--- src/rtl/pts_program_loader_if.sv ---
// Host byte link and PTS controller programming bus, bundled for the program loader.
interface pts_program_loader_if;
    logic [7:0]  iRxData;
    logic        iRxValid;
    logic        oRxReady;
    logic        oSET_INDEX_FLAG;
    logic [7:0]  oSET_INDEX;
    logic        oSET_CODE_FLAG;
    logic [31:0] oSET_CODE;
    logic        oBusy;
    logic        oDone;
    logic        oError;
    logic [1:0]  oErrCode;
    logic [7:0]  oFrameCount;

    modport master (
        output iRxData, iRxValid,
        input  oRxReady, oSET_INDEX_FLAG, oSET_INDEX, oSET_CODE_FLAG, oSET_CODE,
               oBusy, oDone, oError, oErrCode, oFrameCount
    );

    modport slave (
        input  iRxData, iRxValid,
        output oRxReady, oSET_INDEX_FLAG, oSET_INDEX, oSET_CODE_FLAG, oSET_CODE,
               oBusy, oDone, oError, oErrCode, oFrameCount
    );
endinterface

--- src/rtl/pts_program_loader.sv ---
// Parses framed host commands and drives the PTS controller index/code strobes
// with programmable setup, pulse and hold timing.
module pts_program_loader #(
    parameter int unsigned MAX_PULSE   = 8,
    parameter int unsigned SETUP_CYC   = 2,
    parameter int unsigned PULSE_CYC   = 2,
    parameter int unsigned HOLD_CYC    = 2,
    parameter int unsigned TIMEOUT_CYC = 50000
) (
    input  logic                 iClk,
    input  logic                 iRst,
    pts_program_loader_if.slave  bus
);
    localparam int unsigned CNT_W = 8;
    localparam int unsigned TO_W  = 16;
    localparam logic [7:0] SYNC      = 8'hA5;
    localparam logic [7:0] CMD_WRITE = 8'h01;
    localparam logic [7:0] CMD_SEL   = 8'h02;

    typedef enum logic [3:0] {
        IDLE, RECV, CHECK, IDX_SETUP, IDX_PULSE, IDX_HOLD,
        CODE_SETUP, CODE_PULSE, CODE_HOLD, DONE
    } state_t;

    state_t            state;
    logic [2:0]        byte_cnt;
    logic [TO_W-1:0]   idle_cnt;
    logic [CNT_W-1:0]  tcnt;
    logic [55:0]       frame_sr;   // CMD, IDX, C3..C0, CHK once seven bytes are in

    logic       accept_c;
    logic [7:0] cmd_c;
    logic [7:0] idx_c;
    logic       chk_ok_c;
    logic       cmd_ok_c;
    logic       idx_ok_c;

    assign accept_c = bus.iRxValid && bus.oRxReady;
    assign cmd_c    = frame_sr[55:48];
    assign idx_c    = frame_sr[47:40];
    assign chk_ok_c = (frame_sr[55:48] ^ frame_sr[47:40] ^ frame_sr[39:32] ^ frame_sr[31:24]
                     ^ frame_sr[23:16] ^ frame_sr[15:8] ^ frame_sr[7:0]) == 8'h00;
    assign cmd_ok_c = (cmd_c == CMD_WRITE) || (cmd_c == CMD_SEL);
    assign idx_ok_c = 32'(idx_c) < MAX_PULSE;

    always_ff @(posedge iClk) begin
        if (iRst) begin
            state               <= IDLE;
            byte_cnt            <= 3'd0;
            idle_cnt            <= '0;
            tcnt                <= '0;
            frame_sr            <= '0;
            bus.oRxReady        <= 1'b0;
            bus.oSET_INDEX_FLAG <= 1'b0;
            bus.oSET_INDEX      <= 8'h00;
            bus.oSET_CODE_FLAG  <= 1'b0;
            bus.oSET_CODE       <= 32'h0;
            bus.oBusy           <= 1'b0;
            bus.oDone           <= 1'b0;
            bus.oError          <= 1'b0;
            bus.oErrCode        <= 2'd0;
            bus.oFrameCount     <= 8'h00;
        end else begin
            bus.oDone  <= 1'b0;
            bus.oError <= 1'b0;
            case (state)
                IDLE: begin
                    bus.oRxReady <= 1'b1;
                    if (accept_c && bus.iRxData == SYNC) begin
                        state     <= RECV;
                        bus.oBusy <= 1'b1;
                        byte_cnt  <= 3'd0;
                        idle_cnt  <= '0;
                    end
                end
                RECV: begin
                    if (accept_c) begin
                        frame_sr <= {frame_sr[47:0], bus.iRxData};
                        idle_cnt <= '0;
                        if (byte_cnt == 3'd6) begin
                            state        <= CHECK;
                            bus.oRxReady <= 1'b0;
                        end else begin
                            byte_cnt <= byte_cnt + 3'd1;
                        end
                    end else if (idle_cnt == TO_W'(TIMEOUT_CYC - 1)) begin
                        state        <= IDLE;
                        bus.oBusy    <= 1'b0;
                        bus.oError   <= 1'b1;
                        bus.oErrCode <= 2'd0;
                    end else begin
                        idle_cnt <= idle_cnt + TO_W'(1);
                    end
                end
                CHECK: begin
                    if (!chk_ok_c || !cmd_ok_c || !idx_ok_c) begin
                        state        <= IDLE;
                        bus.oRxReady <= 1'b1;
                        bus.oBusy    <= 1'b0;
                        bus.oError   <= 1'b1;
                        bus.oErrCode <= !chk_ok_c ? 2'd1 : (!cmd_ok_c ? 2'd2 : 2'd3);
                    end else begin
                        state          <= IDX_SETUP;
                        tcnt           <= CNT_W'(SETUP_CYC - 1);
                        bus.oSET_INDEX <= idx_c;
                        if (cmd_c == CMD_WRITE) bus.oSET_CODE <= frame_sr[39:8];
                    end
                end
                IDX_SETUP: begin
                    if (tcnt == '0) begin
                        state               <= IDX_PULSE;
                        tcnt                <= CNT_W'(PULSE_CYC - 1);
                        bus.oSET_INDEX_FLAG <= 1'b1;
                    end else tcnt <= tcnt - CNT_W'(1);
                end
                IDX_PULSE: begin
                    if (tcnt == '0) begin
                        state               <= IDX_HOLD;
                        tcnt                <= CNT_W'(HOLD_CYC - 1);
                        bus.oSET_INDEX_FLAG <= 1'b0;
                    end else tcnt <= tcnt - CNT_W'(1);
                end
                IDX_HOLD: begin
                    if (tcnt != '0) begin
                        tcnt <= tcnt - CNT_W'(1);
                    end else if (cmd_c == CMD_WRITE) begin
                        state <= CODE_SETUP;
                        tcnt  <= CNT_W'(SETUP_CYC - 1);
                    end else begin
                        state           <= DONE;
                        bus.oDone       <= 1'b1;
                        bus.oFrameCount <= bus.oFrameCount + 8'd1;
                        bus.oRxReady    <= 1'b1;
                        bus.oBusy       <= 1'b0;
                    end
                end
                CODE_SETUP: begin
                    if (tcnt == '0) begin
                        state              <= CODE_PULSE;
                        tcnt               <= CNT_W'(PULSE_CYC - 1);
                        bus.oSET_CODE_FLAG <= 1'b1;
                    end else tcnt <= tcnt - CNT_W'(1);
                end
                CODE_PULSE: begin
                    if (tcnt == '0) begin
                        state              <= CODE_HOLD;
                        tcnt               <= CNT_W'(HOLD_CYC - 1);
                        bus.oSET_CODE_FLAG <= 1'b0;
                    end else tcnt <= tcnt - CNT_W'(1);
                end
                CODE_HOLD: begin
                    if (tcnt == '0) begin
                        state           <= DONE;
                        bus.oDone       <= 1'b1;
                        bus.oFrameCount <= bus.oFrameCount + 8'd1;
                        bus.oRxReady    <= 1'b1;
                        bus.oBusy       <= 1'b0;
                    end else tcnt <= tcnt - CNT_W'(1);
                end
                DONE: begin
                    // A SYNC arriving back-to-back with completion starts the next frame.
                    if (accept_c && bus.iRxData == SYNC) begin
                        state     <= RECV;
                        bus.oBusy <= 1'b1;
                        byte_cnt  <= 3'd0;
                        idle_cnt  <= '0;
                    end else begin
                        state <= IDLE;
                    end
                end
                default: state <= IDLE;
            endcase
        end
    end
endmodule

--- src/flat_wrapper.sv ---
// flat-port wrapper written by rule: the top's interface ports become plain ports
module pts_program_loader_flat 
#(
    parameter int unsigned MAX_PULSE   = 8,
    parameter int unsigned SETUP_CYC   = 2,
    parameter int unsigned PULSE_CYC   = 2,
    parameter int unsigned HOLD_CYC    = 2,
    parameter int unsigned TIMEOUT_CYC = 50000
)
  (iClk, iRst, bus_iRxData, bus_iRxValid, bus_oRxReady, bus_oSET_INDEX_FLAG, bus_oSET_INDEX, bus_oSET_CODE_FLAG, bus_oSET_CODE, bus_oBusy, bus_oDone, bus_oError, bus_oErrCode, bus_oFrameCount);
  pts_program_loader_if bus_i ();
  input  logic iClk;
  input  logic iRst;
  input wire logic [$bits(bus_i.iRxData)-1:0] bus_iRxData;
  input wire logic [$bits(bus_i.iRxValid)-1:0] bus_iRxValid;
  output wire logic [$bits(bus_i.oRxReady)-1:0] bus_oRxReady;
  output wire logic [$bits(bus_i.oSET_INDEX_FLAG)-1:0] bus_oSET_INDEX_FLAG;
  output wire logic [$bits(bus_i.oSET_INDEX)-1:0] bus_oSET_INDEX;
  output wire logic [$bits(bus_i.oSET_CODE_FLAG)-1:0] bus_oSET_CODE_FLAG;
  output wire logic [$bits(bus_i.oSET_CODE)-1:0] bus_oSET_CODE;
  output wire logic [$bits(bus_i.oBusy)-1:0] bus_oBusy;
  output wire logic [$bits(bus_i.oDone)-1:0] bus_oDone;
  output wire logic [$bits(bus_i.oError)-1:0] bus_oError;
  output wire logic [$bits(bus_i.oErrCode)-1:0] bus_oErrCode;
  output wire logic [$bits(bus_i.oFrameCount)-1:0] bus_oFrameCount;
  assign bus_i.iRxData = bus_iRxData;
  assign bus_i.iRxValid = bus_iRxValid;
  assign bus_oRxReady = bus_i.oRxReady;
  assign bus_oSET_INDEX_FLAG = bus_i.oSET_INDEX_FLAG;
  assign bus_oSET_INDEX = bus_i.oSET_INDEX;
  assign bus_oSET_CODE_FLAG = bus_i.oSET_CODE_FLAG;
  assign bus_oSET_CODE = bus_i.oSET_CODE;
  assign bus_oBusy = bus_i.oBusy;
  assign bus_oDone = bus_i.oDone;
  assign bus_oError = bus_i.oError;
  assign bus_oErrCode = bus_i.oErrCode;
  assign bus_oFrameCount = bus_i.oFrameCount;
  pts_program_loader #(.MAX_PULSE(MAX_PULSE), .SETUP_CYC(SETUP_CYC), .PULSE_CYC(PULSE_CYC), .HOLD_CYC(HOLD_CYC), .TIMEOUT_CYC(TIMEOUT_CYC)) u_core (.iClk(iClk), .iRst(iRst), .bus(bus_i));
endmodule
--- config.mk ---
export PLATFORM = sky130hd
export DESIGN_NAME = pts_program_loader_flat
export DESIGN_NICKNAME = d
export VERILOG_FILES = /design/src/rtl/pts_program_loader_if.sv /design/src/rtl/pts_program_loader.sv /design/src/flat_wrapper.sv
export SDC_FILE = /design/constraint.sdc
export NUM_CORES = 1
export LEC_CHECK = 0
export CAP_MARGIN = 15
export CORE_MARGIN = 2
export CORE_UTILIZATION = 45
export DETAILED_ROUTE_END_ITERATION = 7
export HOLD_SLACK_MARGIN = 0.06
export PLACE_DENSITY = 0.68
export SYNTH_ARGS = -nofsm -noshare
export SYNTH_HDL_FRONTEND = slang
export SYNTH_SLANG_ARGS = --single-unit
--- constraint.sdc ---
create_clock -name iClk -period 2.48 [get_ports iClk]
set_input_delay 0.744 -clock iClk [delete_from_list [all_inputs] [get_ports iClk]]
set_output_delay 0.744 -clock iClk [all_outputs]
set_load 0.01 [all_outputs]
==> metrics.cfg, run 1 <==
[outcome]
status = completed

[setup_path]
startpoint = bus_iRxData[1]
crit_type = input port to register
crit_required_ns = 2.79
worstRegToRegCells = 7
crit_fanout = 3
cp-start-kind = input port
r2r_start = u_core.frame_sr[21]
cp-end-kind = register
cp_data_arrival_time_ns = 2.78

[yosys]
synth_ff_type = dfxtp_1
synth_area_um2 = 6510
syn_avg_cell_area_um2 = 8.84
yosys.area.top_type = dfxtp_1
syn-num-nets = 754
synth.distinct_cells = 64
ys_seq_area_share_pct = 43.9
ys_warn_count = 0
async_flop_share_pct = 0
synth_top_area_share_pct = 43.9
yosys-top-cells-area = dfxtp_1 (44%), nand2_1 (7.8%), xnor3_1 (5.5%)
synth_edf_count = 0
synth-seq-cells = 143
synth_cells = 737

[timing]
tns_ns = 0
rsz0062_at_grt = true
worstMarginPinSlew_ns = 0.410
slew_viol_final = 0
setup_violations = 0
fmax_mhz = 405
finalClockSkew_ns = 0.00651
period_needed_ns = 2.47
slew_headroom_pct = 72.3
timing.final.crit_share_pct = 99.6
hold_viol_final = 0

[grt]
grt_overflow = 0
grtUsageMet1_pct = 27.1
grt.total_usage_pct = 21.1
grt_pass1_vias = 5385
top_usage_layer = met2
grt_use_met3_pct = 5.54
grt_max_degree = 89
grt_pass1_wl_mm = 26.8
antenna_found_initial = 0
gr-usage-met2_pct = 34.4

[finish]
fin_cells = 1021
areaGrowthSynthToFinish_pct = 26.7
layout-drive-gt1-share_pct = 13.1
layout.nets = 847
antenna_cells = 0
utilization_pct = 59.0

[power]
peakVddDrop_mv = 0.529
power.leakage_uw = 0.00301
power_density_nw_per_um2 = 599
finalPower_uw = 4940

[routing]
vias = 5519
dr.pass1.iters = 5
wirelength_mm = 16.1
drtIter0Drc = 515
wl_per_cell_um = 15.7
drcViolationCount = 0
via_per_inst = 5.41
ant_nets = 0

[clock_tree]
clock_latency_ns = 0.42
clk_path_buf_depth = 2
path_clk_slew_ns = 0.06
cts_buffers = 17
root_buffer = clkbuf_16
cts_tree = yes
htreeDepth = 4
cts.sinks = 143
postCtsHoldBufs = 0

[placement]
numPlacedInstances = 987
place_congestion = 0.839
io_buffer_count = 66
dp_hpwl_mm = 11.2

[floorplan]
die_area_um2 = 15500
io_pins = 67
fp.dieH_um = 124
start_util_pct = 46.6
coreArea_um2 = 14000
die_w_um = 124
rows = 43

[run]
max_cap_viol_count = 0

[hold_path]
holdPathStages = 1
min-delay-start = u_core.bus.oSET_INDEX[3]
hp-class = register to register

## routing by layer
metal  share of wire (%)  vias up
li1                    -     2731
met1                  46     2619
met2                  49      147
met3                 4.1       22
met4                 1.6        0
met5                   0        -
## worst max-delay path, cell delays in order
cell       delay (ns)
buf_6            0.09
or4b_4           0.57
buf_6            0.15
a2111oi_4        0.33
a221oi_2         0.06
a22o_1           0.20
nor4_2           0.28
mux2_2           0.36
## per-stage QoR
step	hold slack, ns	setup slack [ns]	area [µm²]
after floorplan	0.449	0.00751	6520
after CTS	0.465	0.0318	8210
after detailed placement	0.447	-0.627	7630
after global routing	0.498	-0.0473	8250
final	0.462	0.00893	8250
after global placement	0.444	-0.525	7630
## where the power goes
group	leakage, µW	internal, µW	switching (µW)
clock network	0.000272	1410	955
registers	0.00115	2310	8.88
logic	0.00159	103	155
total	0.00301	3830	1120
## final timing paths
kind	endpoint	slack, ns
min reg2reg	u_core.bus.oSET_INDEX[3]	0.46
max	u_core.bus.oBusy	0.009
max reg2reg	u_core.bus.oSET_CODE[19]	0.18
min	u_core.bus.oSET_INDEX[3]	0.46
## synth_stat cells (5+ instances only)
master,instances
dfxtp_1,143
and3_1,5
mux2i_1,35
nand4_1,13
inv_1,9
nand2_1,136
nor2_1,88
o21ai_0,15
xnor3_1,16
xnor2_1,20
a21oi_1,71
ha_1,6
buf_2,7
xor2_1,18
a31oi_1,5
nor3_1,14
clkbuf_1,25
nor2b_1,6
and2_1,5
nand3_1,12
## timing repair
action                                  in CTS  in global routing
setup buffers                                1                  2
gates resized for setup                      9                 16
cloned                                       1                  0
endpoints found under the setup margin      19                 26
pin swaps                                    4                  6
## cell usage in the layout, fill, tap and decap left out, types with 4 or more instances in the layout
| cell type | Yosys | routed |
|---|---|---|
| clkdlybuf4s50_1 | 0 | 61 |
| nor2_1 | 88 | 88 |
| nand4_1 | 13 | 13 |
| and3_1 | 5 | 5 |
| nand2_1 | 136 | 135 |
| o21ai_0 | 15 | 14 |
| nor3_1 | 14 | 13 |
| clkinv_2 | 0 | 5 |
| a31oi_1 | 5 | 5 |
| nor3b_1 | 4 | 4 |
| nand2b_1 | 4 | 4 |
| ha_1 | 6 | 6 |
| nand3_1 | 12 | 11 |
| dfxtp_1 | 143 | 143 |
| a21oi_1 | 71 | 71 |
| xnor2_1 | 20 | 20 |
| or2_2 | 4 | 4 |
| buf_12 | 0 | 6 |
| and2_1 | 5 | 5 |
| nor4_2 | 4 | 4 |
| xor2_1 | 18 | 18 |
| mux2i_1 | 35 | 35 |
| buf_4 | 1 | 40 |
| nor2b_1 | 6 | 5 |
| clkbuf_16 | 0 | 17 |
| xnor3_1 | 16 | 16 |
| inv_1 | 9 | 9 |
## cell type report
type | count | area, µm²
sequential | 143 | 2860
clock buffer | 20 | 457
clock inverter | 10 | 88.8
timing repair buffer | 114 | 1080
fill | 1214 | 5730
multi-input combinational | 545 | 3500
tap | 180 | 225
inverter | 9 | 33.8
## state kept, by name (all words and copies together) (netlist names)
name and count:
u_core.bus.oSET_INDEX 8, u_core.bus.oError 1, u_core.frame_sr 56, u_core.bus.oSET_CODE 32
u_core.bus.oBusy 1, u_core.tcnt 8, u_core.bus.oFrameCount 8, u_core.bus.oSET_INDEX_FLAG 1
u_core.state 4, u_core.idle_cnt 16, u_core.bus.oDone 1, u_core.byte_cnt 3
u_core.bus.oSET_CODE_FLAG 1, u_core.bus.oRxReady 1, u_core.bus.oErrCode 2
## logic make-up after synthesis
kind of cell | synth area share, %
adders and majority gates | 1.15
xor gates and xnor gates | 10.6
buffers and inverters | 3.36
muxes | 5.55
AOI/OAI and AO/OA | 11.4
DFF | 43.9
and+or+nand+nor | 24.0
(Power assumes the default switching activity.)
==> run 2: changes to the inputs <==
- MAX_ROUTING_LAYER: not set -> met4
==> metrics.cfg, run 2 (same netlist as run 1, synthesis figures left out) <==
[timing]
finalClockSkew_ns = 0.00703  ; +0.000520 ns
slew_headroom_pct = 70.7  ; -1.6 points
rsz0062_at_grt = true
timing.final.crit_share_pct = 97.5  ; -2.1 points
period_needed_ns = 2.42  ; -0.0526 ns
hold_viol_final = 0  ; unchanged
fmax_mhz = 413  ; +2.2%
setup_violations = 0  ; unchanged
hold_ws_ns = 0.465  ; +0.00364 ns
slew_viol_final = 0  ; unchanged
worstMarginPinSlew_ns = 0.440  ; +0.0297 ns
worst_slack_ns = 0.0615  ; +0.0526 ns
tns_ns = 0  ; unchanged

[floorplan]
rows = 43  ; unchanged
fp.dieH_um = 124  ; unchanged
io_pins = 67  ; unchanged
start_util_pct = 46.6  ; unchanged
die_area_um2 = 15500  ; unchanged
coreArea_um2 = 14000  ; unchanged
die_w_um = 124  ; unchanged

[power]
switching_share_pct = 21.2  ; -1.4 points
power.switching_uw = 1140  ; +2.3%
clkPwrFrac_pct = 52.3  ; +4.4 points
peakVddDrop_mv = 0.444  ; -16%
p_comb_share_pct = 4.7  ; -0.5 points
p_int_uw = 4250  ; +11%
power_density_nw_per_um2 = 644  ; +7.5%
finalPower_uw = 5390  ; +9.0%
power.leakage_uw = 0.00310  ; +2.8%
seq_power_share_pct = 43.0  ; -3.8 points

[setup_path]
cp-endpoint = u_core.bus.oBusy
r2r_end = u_core.tcnt[0]
worstRegToRegCells = 7  ; unchanged
crit_chain = dlygate4sd2_1 > or4b_4 > a2111oi_4 > a221oi_2 > a22o_1 > nor4_2 > mux2_2
crit_slowest_cell = or4b_4
crit_fanout = 4  ; +1
cp_top_family = simple AND/OR/NAND/NOR gates
reg2reg_slack_ns = 0.17  ; about the same
slowest_delay_ns = 0.62  ; +0.05 ns
cp_num_cells = 7  ; -1
startpoint = bus_iRxData[1]
crit_type = input port to register
crit_required_ns = 2.78  ; about the same
cp-start-kind = input port
cp-end-kind = register
path_buf_inv = 1  ; -1
r2r_start = u_core.frame_sr[20]
cp_data_arrival_time_ns = 2.72  ; -0.06 ns

[routing]
drcViolationCount = 0  ; unchanged
dr.pass1.iters = 4  ; -1
vias = 5467  ; -0.94%
wl_per_cell_um = 15.4  ; -2.3%
ant_nets = 0  ; unchanged
drtIter0Drc = 477  ; -7.4%
wirelength_mm = 15.7  ; -2.4%
via_per_inst = 5.36  ; -0.85%

[finish]
reg_top3 = u_core.frame_sr (56), u_core.bus.oSET_CODE (32), u_core.idle_cnt (16)
areaGrowthSynthToFinish_pct = 28.5
largest_register_ffs = 56  ; unchanged
antenna_cells = 0  ; unchanged
layout_commonest_cell = dfxtp_1
fill_cells = 1228  ; +1.2%
regMostFlops = u_core.frame_sr
layout-drive-gt1-share_pct = 12.7  ; -0.34 points
final_cell_mix = dfxtp_1 (143), nand2_1 (135), nor2_1 (87)
layout.nets = 844  ; -0.35%

[clock_tree]
cts_tree = yes
path_clk_slew_ns = 0.06  ; about the same
clock_latency_ns = 0.42  ; about the same
cts.sinks = 143  ; unchanged
root_buffer = clkbuf_16
htreeDepth = 4  ; unchanged
clk_path_buf_depth = 2  ; unchanged
cts_buffers = 17  ; unchanged

[grt]
grt_overflow = 0  ; unchanged
grt_max_degree = 89  ; unchanged
grt_pass1_vias = 5293  ; -1.7%
grt.total_usage_pct = 21.1  ; -0.038 points
grt_pass1_wl_mm = 26.2  ; -2.1%
antenna_found_initial = 0  ; unchanged

[outcome]
status = completed

[run]
max_cap_viol_count = 0  ; unchanged

[placement]
dp_hpwl_mm = 10.8  ; -3.7%
place_ws_ns = -0.567  ; +0.0600 ns
place_congestion = 0.865  ; +3.1%
io_buffer_count = 66  ; unchanged

[hold_path]
hp-class = register to register

## run 2: changes by cell type in the layout (fill, tap and decap cells not counted), sizes merged
cell and change:
clkbuf -4, bufinv +4, clkinvlp +2, clkinv -3, clkdlybuf4s50 -4, buf -4, dlymetal6s2s +4, dlygate4sd2 +4
## run 2: timing repair
action,4_1_cts,5_1_grt
pin swaps,4,9
hold buffers,0,0
hold endpoints to repair,0,0
cloned,1,0
endpoints found under the setup margin,18,18
gates resized for setup,12,11
setup buffers,0,2
## run 2: worst min path at each step
stage / startpoint / end / slack, ns / cells after the start
finish: u_core.bus.oSET_INDEX[5] / u_core.bus.oSET_INDEX[5] / 0.47 / 1
floorplan: u_core.tcnt[6] / u_core.tcnt[6] / 0.45 / 1
detailed placement: u_core.bus.oSET_INDEX[5] / u_core.bus.oSET_INDEX[5] / 0.44 / 1
global placement: u_core.bus.oSET_INDEX[5] / u_core.bus.oSET_INDEX[5] / 0.44 / 1
CTS: u_core.bus.oSET_INDEX[5] / u_core.bus.oSET_INDEX[5] / 0.46 / 1
global route: u_core.bus.oSET_INDEX[7] / u_core.bus.oSET_INDEX[7] / 0.47 / 1
## run 2: worst register-to-register path: cells and delay by family (launching register included)
family          cells  cell delay (ns)
simple gates        2             0.54
compound gates      2             0.43
flops               1             0.40
buf+inv             1             0.23
xor+xnor            2             0.63
## run 2: cell type report
class	instances	area, µm²	share of cell area, %
clock buffer	19	453	5.41
clock inverter	13	209	2.50
inverter	9	33.8	0.404
multi-input combinational	545	3520	42.0
sequential	143	2860	34.2
tap	180	225	2.69
timing repair buffer	111	1070	12.8
## run 2: power groups by stage
stage	Clock (µW)	Sequential (µW)	Combinational, µW
after detailed placement	0	2370	238
after CTS	2860	2320	247
after global placement	0	2360	237
after global routing	2980	2320	276
final	2820	2320	255
after floorplan	0	2370	137
## run 2: layer usage
layer	share of wire [%]	GRT usage (%)	up-vias
met1	47	27.1	2591
met4	2.1	8.33	0
li1	-	-	2736
met3	3.2	3.95	24
met5	0	-	-
met2	47	33.0	116
## run 2: through the flow
stage / utilization, % / area [µm²] / std cells
after CTS: 59.4 / 8310 / 1018
after global placement: 54.4 / 7600 / 985
after floorplan: - / 6520 / 737
after detailed placement: 54.4 / 7600 / 985
after global routing: 59.8 / 8370 / 1020
final: 59.8 / 8370 / 1020
